<file path="src/rtl/bmp_unpack.sv">
// BMP reader: parses a 24-bit BMP header, then copies pixel rows bottom-up into a
// top-down, unpadded raw frame, one byte per two-cycle ADDR/DATA memory access.
module bmp_unpack #(
   parameter int unsigned HDR_BYTES = 54,
   parameter int unsigned RAW_BASE  = 0
) (
   input  logic        clk,
   input  logic        rst,
   input  logic        start,
   output logic        done,
   output logic        err,
   output logic [23:0] readAddr,
   input  logic [15:0] readdata,
   output logic [23:0] writeAddr,
   output logic [15:0] wrdata,
   output logic        wren,
   output logic [10:0] imgWidth,
   output logic [10:0] imgHeight
);

   typedef enum logic [2:0] {StIdle, StHdr, StCheck, StPix, StDone} state_e;

   state_e      state_q, state_d;
   logic        phase_q, phase_d;        // 0: ADDR cycle, 1: DATA cycle
   logic [2:0]  hdr_idx_q, hdr_idx_d;
   logic [7:0]  b0_q, b0_d, b1_q, b1_d, bpp_q, bpp_d;
   logic [15:0] w_q, w_d, h_q, h_d;
   logic        err_q, err_d;
   logic [23:0] rd_addr_q, rd_addr_d;
   logic [23:0] wr_addr_q, wr_addr_d;
   logic [23:0] row_base_q, row_base_d;
   logic [12:0] col_q, col_d;
   logic [10:0] rows_left_q, rows_left_d;

   logic [12:0] row_len, stride;
   logic [23:0] first_base;
   logic        hdr_bad;
   logic        unused_hi;

   function automatic logic [23:0] hdr_off(input logic [2:0] idx);
      case (idx)
         3'd0:    hdr_off = 24'd0;
         3'd1:    hdr_off = 24'd1;
         3'd2:    hdr_off = 24'd18;
         3'd3:    hdr_off = 24'd19;
         3'd4:    hdr_off = 24'd22;
         3'd5:    hdr_off = 24'd23;
         default: hdr_off = 24'd28;
      endcase
   endfunction

   assign unused_hi  = ^readdata[15:8];
   assign row_len    = {2'b00, w_q[10:0]} * 13'd3;
   assign stride     = (row_len + 13'd3) & ~13'd3;
   // Bottom BMP row holds the top raw row.
   assign first_base = 24'(HDR_BYTES) + 24'(h_q[10:0] - 11'd1) * 24'(stride);
   assign hdr_bad    = (b0_q != 8'h42) || (b1_q != 8'h4D) || (bpp_q != 8'd24) ||
                       (w_q[10:0] == 11'd0) || (h_q[10:0] == 11'd0) ||
                       (|w_q[15:11]) || (|h_q[15:11]);

   always_comb begin
      state_d     = state_q;
      phase_d     = phase_q;
      hdr_idx_d   = hdr_idx_q;
      b0_d        = b0_q;
      b1_d        = b1_q;
      bpp_d       = bpp_q;
      w_d         = w_q;
      h_d         = h_q;
      err_d       = err_q;
      rd_addr_d   = rd_addr_q;
      wr_addr_d   = wr_addr_q;
      row_base_d  = row_base_q;
      col_d       = col_q;
      rows_left_d = rows_left_q;
      case (state_q)
         StIdle, StDone: begin
            if (start) begin
               state_d   = StHdr;
               phase_d   = 1'b0;
               hdr_idx_d = 3'd0;
               rd_addr_d = hdr_off(3'd0);
               wr_addr_d = 24'(RAW_BASE);
               err_d     = 1'b0;
            end
         end
         StHdr: begin
            phase_d = ~phase_q;
            if (phase_q) begin
               case (hdr_idx_q)
                  3'd0:    b0_d       = readdata[7:0];
                  3'd1:    b1_d       = readdata[7:0];
                  3'd2:    w_d[7:0]   = readdata[7:0];
                  3'd3:    w_d[15:8]  = readdata[7:0];
                  3'd4:    h_d[7:0]   = readdata[7:0];
                  3'd5:    h_d[15:8]  = readdata[7:0];
                  default: bpp_d      = readdata[7:0];
               endcase
               if (hdr_idx_q == 3'd6) begin
                  state_d = StCheck;
               end else begin
                  hdr_idx_d = hdr_idx_q + 3'd1;
                  rd_addr_d = hdr_off(hdr_idx_q + 3'd1);
               end
            end
         end
         StCheck: begin
            if (hdr_bad) begin
               err_d   = 1'b1;
               state_d = StDone;
            end else begin
               state_d     = StPix;
               phase_d     = 1'b0;
               row_base_d  = first_base;
               rd_addr_d   = first_base;
               col_d       = 13'd0;
               rows_left_d = h_q[10:0];
            end
         end
         StPix: begin
            phase_d = ~phase_q;
            if (phase_q) begin
               wr_addr_d = wr_addr_q + 24'd1;
               if (col_q == row_len - 13'd1) begin
                  col_d = 13'd0;
                  if (rows_left_q == 11'd1) begin
                     state_d = StDone;
                  end else begin
                     // Step up one BMP row; padding tail is skipped entirely.
                     rows_left_d = rows_left_q - 11'd1;
                     row_base_d  = row_base_q - 24'(stride);
                     rd_addr_d   = row_base_q - 24'(stride);
                  end
               end else begin
                  col_d     = col_q + 13'd1;
                  rd_addr_d = rd_addr_q + 24'd1;
               end
            end
         end
         default: state_d = StIdle;
      endcase
   end

   always_ff @(posedge clk) begin
      if (rst) begin
         state_q     <= StIdle;
         phase_q     <= 1'b0;
         hdr_idx_q   <= 3'd0;
         b0_q        <= 8'd0;
         b1_q        <= 8'd0;
         bpp_q       <= 8'd0;
         w_q         <= 16'd0;
         h_q         <= 16'd0;
         err_q       <= 1'b0;
         rd_addr_q   <= 24'd0;
         wr_addr_q   <= 24'(RAW_BASE);
         row_base_q  <= 24'd0;
         col_q       <= 13'd0;
         rows_left_q <= 11'd0;
      end else begin
         state_q     <= state_d;
         phase_q     <= phase_d;
         hdr_idx_q   <= hdr_idx_d;
         b0_q        <= b0_d;
         b1_q        <= b1_d;
         bpp_q       <= bpp_d;
         w_q         <= w_d;
         h_q         <= h_d;
         err_q       <= err_d;
         rd_addr_q   <= rd_addr_d;
         wr_addr_q   <= wr_addr_d;
         row_base_q  <= row_base_d;
         col_q       <= col_d;
         rows_left_q <= rows_left_d;
      end
   end

   assign done      = (state_q == StDone);
   assign err       = done && err_q;
   assign wren      = (state_q == StPix) && phase_q;
   assign wrdata    = wren ? {8'h00, readdata[7:0]} : 16'h0000;
   assign readAddr  = rd_addr_q;
   assign writeAddr = wr_addr_q;
   assign imgWidth  = w_q[10:0];
   assign imgHeight = h_q[10:0];

endmodule

</file>
<file path="config.mk">
export PLATFORM = sky130hd
export DESIGN_NAME = bmp_unpack
export DESIGN_NICKNAME = d
export VERILOG_FILES = /design/src/rtl/bmp_unpack.sv
export SDC_FILE = /design/constraint.sdc
export NUM_CORES = 1
export LEC_CHECK = 0
export BUFFER_PORTS_ARGS = -buffer_cell sky130_fd_sc_hd__clkbuf_2
export CAP_MARGIN = 20
export CELL_PAD_IN_SITES_DETAIL_PLACEMENT = 1
export CELL_PAD_IN_SITES_GLOBAL_PLACEMENT = 1
export CORE_MARGIN = 2
export CORE_UTILIZATION = 45
export CTS_BUF_LIST = sky130_fd_sc_hd__clkbuf_4 sky130_fd_sc_hd__clkbuf_8
export DETAILED_ROUTE_END_ITERATION = 10
export HOLD_SLACK_MARGIN = 0.15
export PLACE_DENSITY_LB_ADDON = 0.1
export SLEW_MARGIN = 20
export SYNTH_ARGS = -nofsm -noshare
export SYNTH_HDL_FRONTEND = slang
export SYNTH_SLANG_ARGS = --single-unit
</file>
<file path="constraint.sdc">
create_clock -name clk -period 11 [get_ports clk]
set_clock_uncertainty 0.05 [all_clocks]
set_input_delay 2.75 -clock clk [delete_from_list [all_inputs] [get_ports clk]]
set_output_delay 2.75 -clock clk [all_outputs]
set_load 0.05 [all_outputs]
</file>
==> results.rst <==
.. list-table::
   :header-rows: 1

   * - Metric
     - Value
   * - Slew Viols, Final
     - 0
   * - Cell leakage power
     - 7.54 nW
   * - Latest clock arrival within the worst-skew pair
     - 0.50 ns
   * - Maximum number of pins on one net before global-route repair
     - 66
   * - Setup repair after global routing missed its margin
     - false
   * - Average wire per standard cell
     - 19.2 um
   * - Number of fillers in the final layout
     - 4314
   * - First-pass GRT wire length
     - 76.3 mm
   * - List of most frequent post-synthesis cells
     - sky130_fd_sc_hd__nor2_1, sky130_fd_sc_hd__inv_1, sky130_fd_sc_hd__nand2_1, sky130_fd_sc_hd__dfxtp_1, sky130_fd_sc_hd__fa_1
   * - Fraction of the mapped netlist area in adder cells
     - 22.1%
   * - Hold buffers post-CTS
     - 0
   * - Area share of the leading cell type in the synthesized netlist
     - roughly a fifth
   * - Combined area of the multi-input logic cells
     - 11200 um^2
   * - Met1 track utilization from global routing
     - 34.9%
   * - Clock-pin transition on the worst setup and hold timing paths
     - ~0.10 ns
   * - Xor and xnor fraction of the mapped netlist area
     - 8.68%
   * - Setup Crit Path Kind
     - reg -> reg
   * - Gr ovfl total
     - 0
   * - Sum of internal, switching and leakage power
     - 1.32 mW
   * - Run status
     - complete, no violations
   * - Post-CTS Setup Bufs
     - 0
   * - Number of buffers added by the clock tree synthesis step
     - 17
   * - Warning count from the yosys run
     - 0
   * - Post-synthesis cell type count
     - 89
   * - Simple-Gate Fraction of Synth Area
     - 22.4%
   * - CP delay by family, top
     - adder cells
   * - Critical path destination
     - readAddr[23]
   * - Final Wtd Congestion
     - 0.850
   * - Global routing met2 resource utilization
     - 44.8%
   * - Hold Fails Final Rpt
     - 0
   * - Layout net count
     - 2211
   * - Launching element of the worst setup path
     - w_q[1]
   * - Cell area after synthesis
     - 15700 um^2
   * - Chip height
     - 191 um
   * - I/O pin cnt
     - around 110
   * - Final critical delay including setup and external delays
     - 10.24 ns
   * - Fmax
     - 97.6 MHz
   * - Top Usage Layer GRT
     - met2
   * - Post-Route WL
     - 47.0 mm
   * - Total setup violations reported at the end of the flow
     - 0
   * - End-of-flow core utilization
     - 48.9%
   * - Post-synthesis to final-layout area growth
     - 7.33%
   * - Setup slack, reg-to-reg
     - about 0.76 ns
   * - Number of max-cap violations
     - 0
   * - Placeable Area
     - 34500 um^2
   * - Final worst hold slack
     - 0.414 ns
   * - H-Tree Level Count
     - 4
   * - Synthesized instance count
     - 1948
   * - Required time of the worst setup path
     - 11.34 ns
   * - Antenna violations before repair
     - 0
   * - Slew at the pin closest to its max-slew limit
     - 1.07 ns
   * - Cell taking the most area after synthesis
     - sky130_fd_sc_hd__dfxtp_1
   * - Crit-path slowest cell
     - sky130_fd_sc_hd__or4_1
   * - Largest incremental delay on the critical path
     - 0.60 ns
   * - Detail Route Antenna Nets
     - 0
   * - Multiplexer share of the synthesized area
     - 3.55%
   * - Number of cells on the worst reg-to-reg path
     - 32
   * - Worst hold path class
     - reg -> reg
   * - Final critical-path share of the clock period
     - between 90 and 100%
   * - Number of placement rows
     - between 60 and 70
   * - Detailed-routing iteration count for the pre-antenna-repair pass
     - 5
   * - Register bit total from synthesis
     - 159
   * - Number of remaining DRC errors
     - 0
   * - PortBufs
     - 91
   * - Share of cells above drive strength 1
     - 9.80%
   * - Die outline width
     - 191 um
   * - Worst-case clock buffer depth
     - 2
   * - Avg Synthesized Cell Area
     - 8.06 um^2
   * - Clock Sinks
     - roughly 160
   * - Complex-gate fraction of the synthesized area
     - 14.3%
   * - Arrival time worst endpoint
     - 10.58 ns
   * - Post-detail-place hpwl
     - 36.7 mm
   * - Maximum fanout count along the critical path
     - 7
   * - Commonest register cell after synthesis
     - sky130_fd_sc_hd__dfxtp_1
   * - Power density cells
     - 78.1 nW/um^2
   * - Seq/Total Area, Yosys
     - about a fifth
   * - Worst supply voltage drop on vdd
     - 0.0000701 V
   * - Total placed cells including tap cells
     - 2424
   * - Met3 track demand over resource
     - 3.99%
   * - Overall track demand over capacity in global routing
     - roughly a quarter
   * - Launching element type of the critical path
     - flip-flop
   * - Storage cell area
     - 3180 um^2
   * - Combinational family with the most area after synthesis
     - simple AND/OR/NAND/NOR gates
   * - Number of enable flip-flop cells after synthesis
     - 0
   * - Number of vias after detailed routing
     - 13900
   * - Number of resized instances in the post-cts repair step
     - 0
   * - Fin Setup TNS
     - 0 ns
   * - Via density
     - 5.66
   * - Starting density of the core
     - 45.6%
   * - Die footprint
     - 36400 um^2
   * - Beginning of the worst register-to-register path
     - w_q[1]
   * - Synth top area cells
     - sky130_fd_sc_hd__dfxtp_1, sky130_fd_sc_hd__fa_1, sky130_fd_sc_hd__ha_1
   * - Number of global-route vias before repair
     - 14400
   * - Detailed router's first-iteration violation count
     - 612
   * - Dominant cell by count in the synthesized netlist
     - sky130_fd_sc_hd__nor2_1
   * - Antenna diode count
     - 0
   * - Clk root buf
     - sky130_fd_sc_hd__clkbuf_8
   * - Share of synthesized registers carrying an async set or reset
     - 0%
   * - Relative slew margins
     - 28.7%
   * - Buf/Inv on CP
     - 5
   * - Crit path depth
     - 32
   * - Number of stages on the worst hold path
     - 2
   * - Final non-filler cell total
     - 2454
   * - CP Capture Type
     - flip-flop
   * - Clock tree from TritonCTS
     - built
   * - Cell repeated most along the worst path
     - sky130_fd_sc_hd__fa_1
   * - Reg-to-reg endpoint
     - readAddr[23]
==> through the flow <==
stage               setup slack [ns]  cell area [um^2]
global placement               0.813             16400
detailed placement             0.641             16400
finish                         0.759             16900
CTS                            0.618             16900
global route                   0.134             16900
floorplan                       1.79             15700
==> cell families (layout without fill, tap and decap cells) <==
kind of cell | after synthesis | after routing
adders and majority gates | 204 | 204
AOI/OAI and AO/OA | 327 | 327
xor gates and xnor gates | 149 | 149
other | 1 | 8
muxes | 55 | 55
and+or+nand+nor | 735 | 735
DFF | 159 | 159
buffers and inverters | 318 | 362
==> routing by layer <==
metal  wire [um]  share of wire [%]  vias to the layer above
met5           0                  0                        -
met4        1210                2.6                        0
met3        1520                3.2                       59
met2       22300                 47                      252
met1       22000                 47                     6957
li1            -                  -                     6629
==> how the worst min path moves through the flow <==
stage	startpoint	endpoint
after floorplan	row_base_q[1]	row_base_q[1]
after global placement	row_base_q[1]	row_base_q[1]
after detailed placement	b1_q[0]	b1_q[0]
after CTS	b1_q[2]	b1_q[2]
after global routing	b0_q[0]	b0_q[0]
final	b1_q[3]	b1_q[3]
==> final cells by class <==
type	count	area share, %
repair buffers	123	4.14
inverters	209	4.65
multi-input cells	1478	66.5
clock buffers	20	1.52
flip-flops and latches	159	18.9
clock inverters	10	0.965
well taps	455	3.38
==> cell usage in the layout (no fill, tap or decap), types with 73 or more instances in the layout <==
master,netlist,final
sky130_fd_sc_hd__ha_1,81,81
sky130_fd_sc_hd__clkbuf_2,1,90
sky130_fd_sc_hd__nor2_1,220,219
sky130_fd_sc_hd__nand2_1,203,202
sky130_fd_sc_hd__inv_1,207,207
sky130_fd_sc_hd__xnor2_1,81,81
sky130_fd_sc_hd__dfxtp_1,159,159
sky130_fd_sc_hd__fa_1,123,123
sky130_fd_sc_hd__a21oi_1,96,96
sky130_fd_sc_hd__nand3_1,73,73
==> worst min-delay path, cell delays in order (launching register included) <==
cell and delay (ns):
sky130_fd_sc_hd__dfxtp_1 0.32, sky130_fd_sc_hd__nand2_1 0.05, sky130_fd_sc_hd__a21oi_1 0.06
==> report_power, final <==
group	internal [mW]	switching [mW]	leakage (nW)
logic	0.0576	0.157	6.05
clock network	0.252	0.239	0.209
registers	0.587	0.0239	1.28
==> registers in the layout, summed over array words and instances, names as in the netlist <==
register     flops
phase_q          1
w_q             16
h_q             16
col_q           13
err_q            1
row_base_q      23
state_q          3
hdr_idx_q        3
rows_left_q     11
writeAddr       24
bpp_q            8
b0_q             8
readAddr        24
b1_q             8
(Power assumes the default switching activity.)
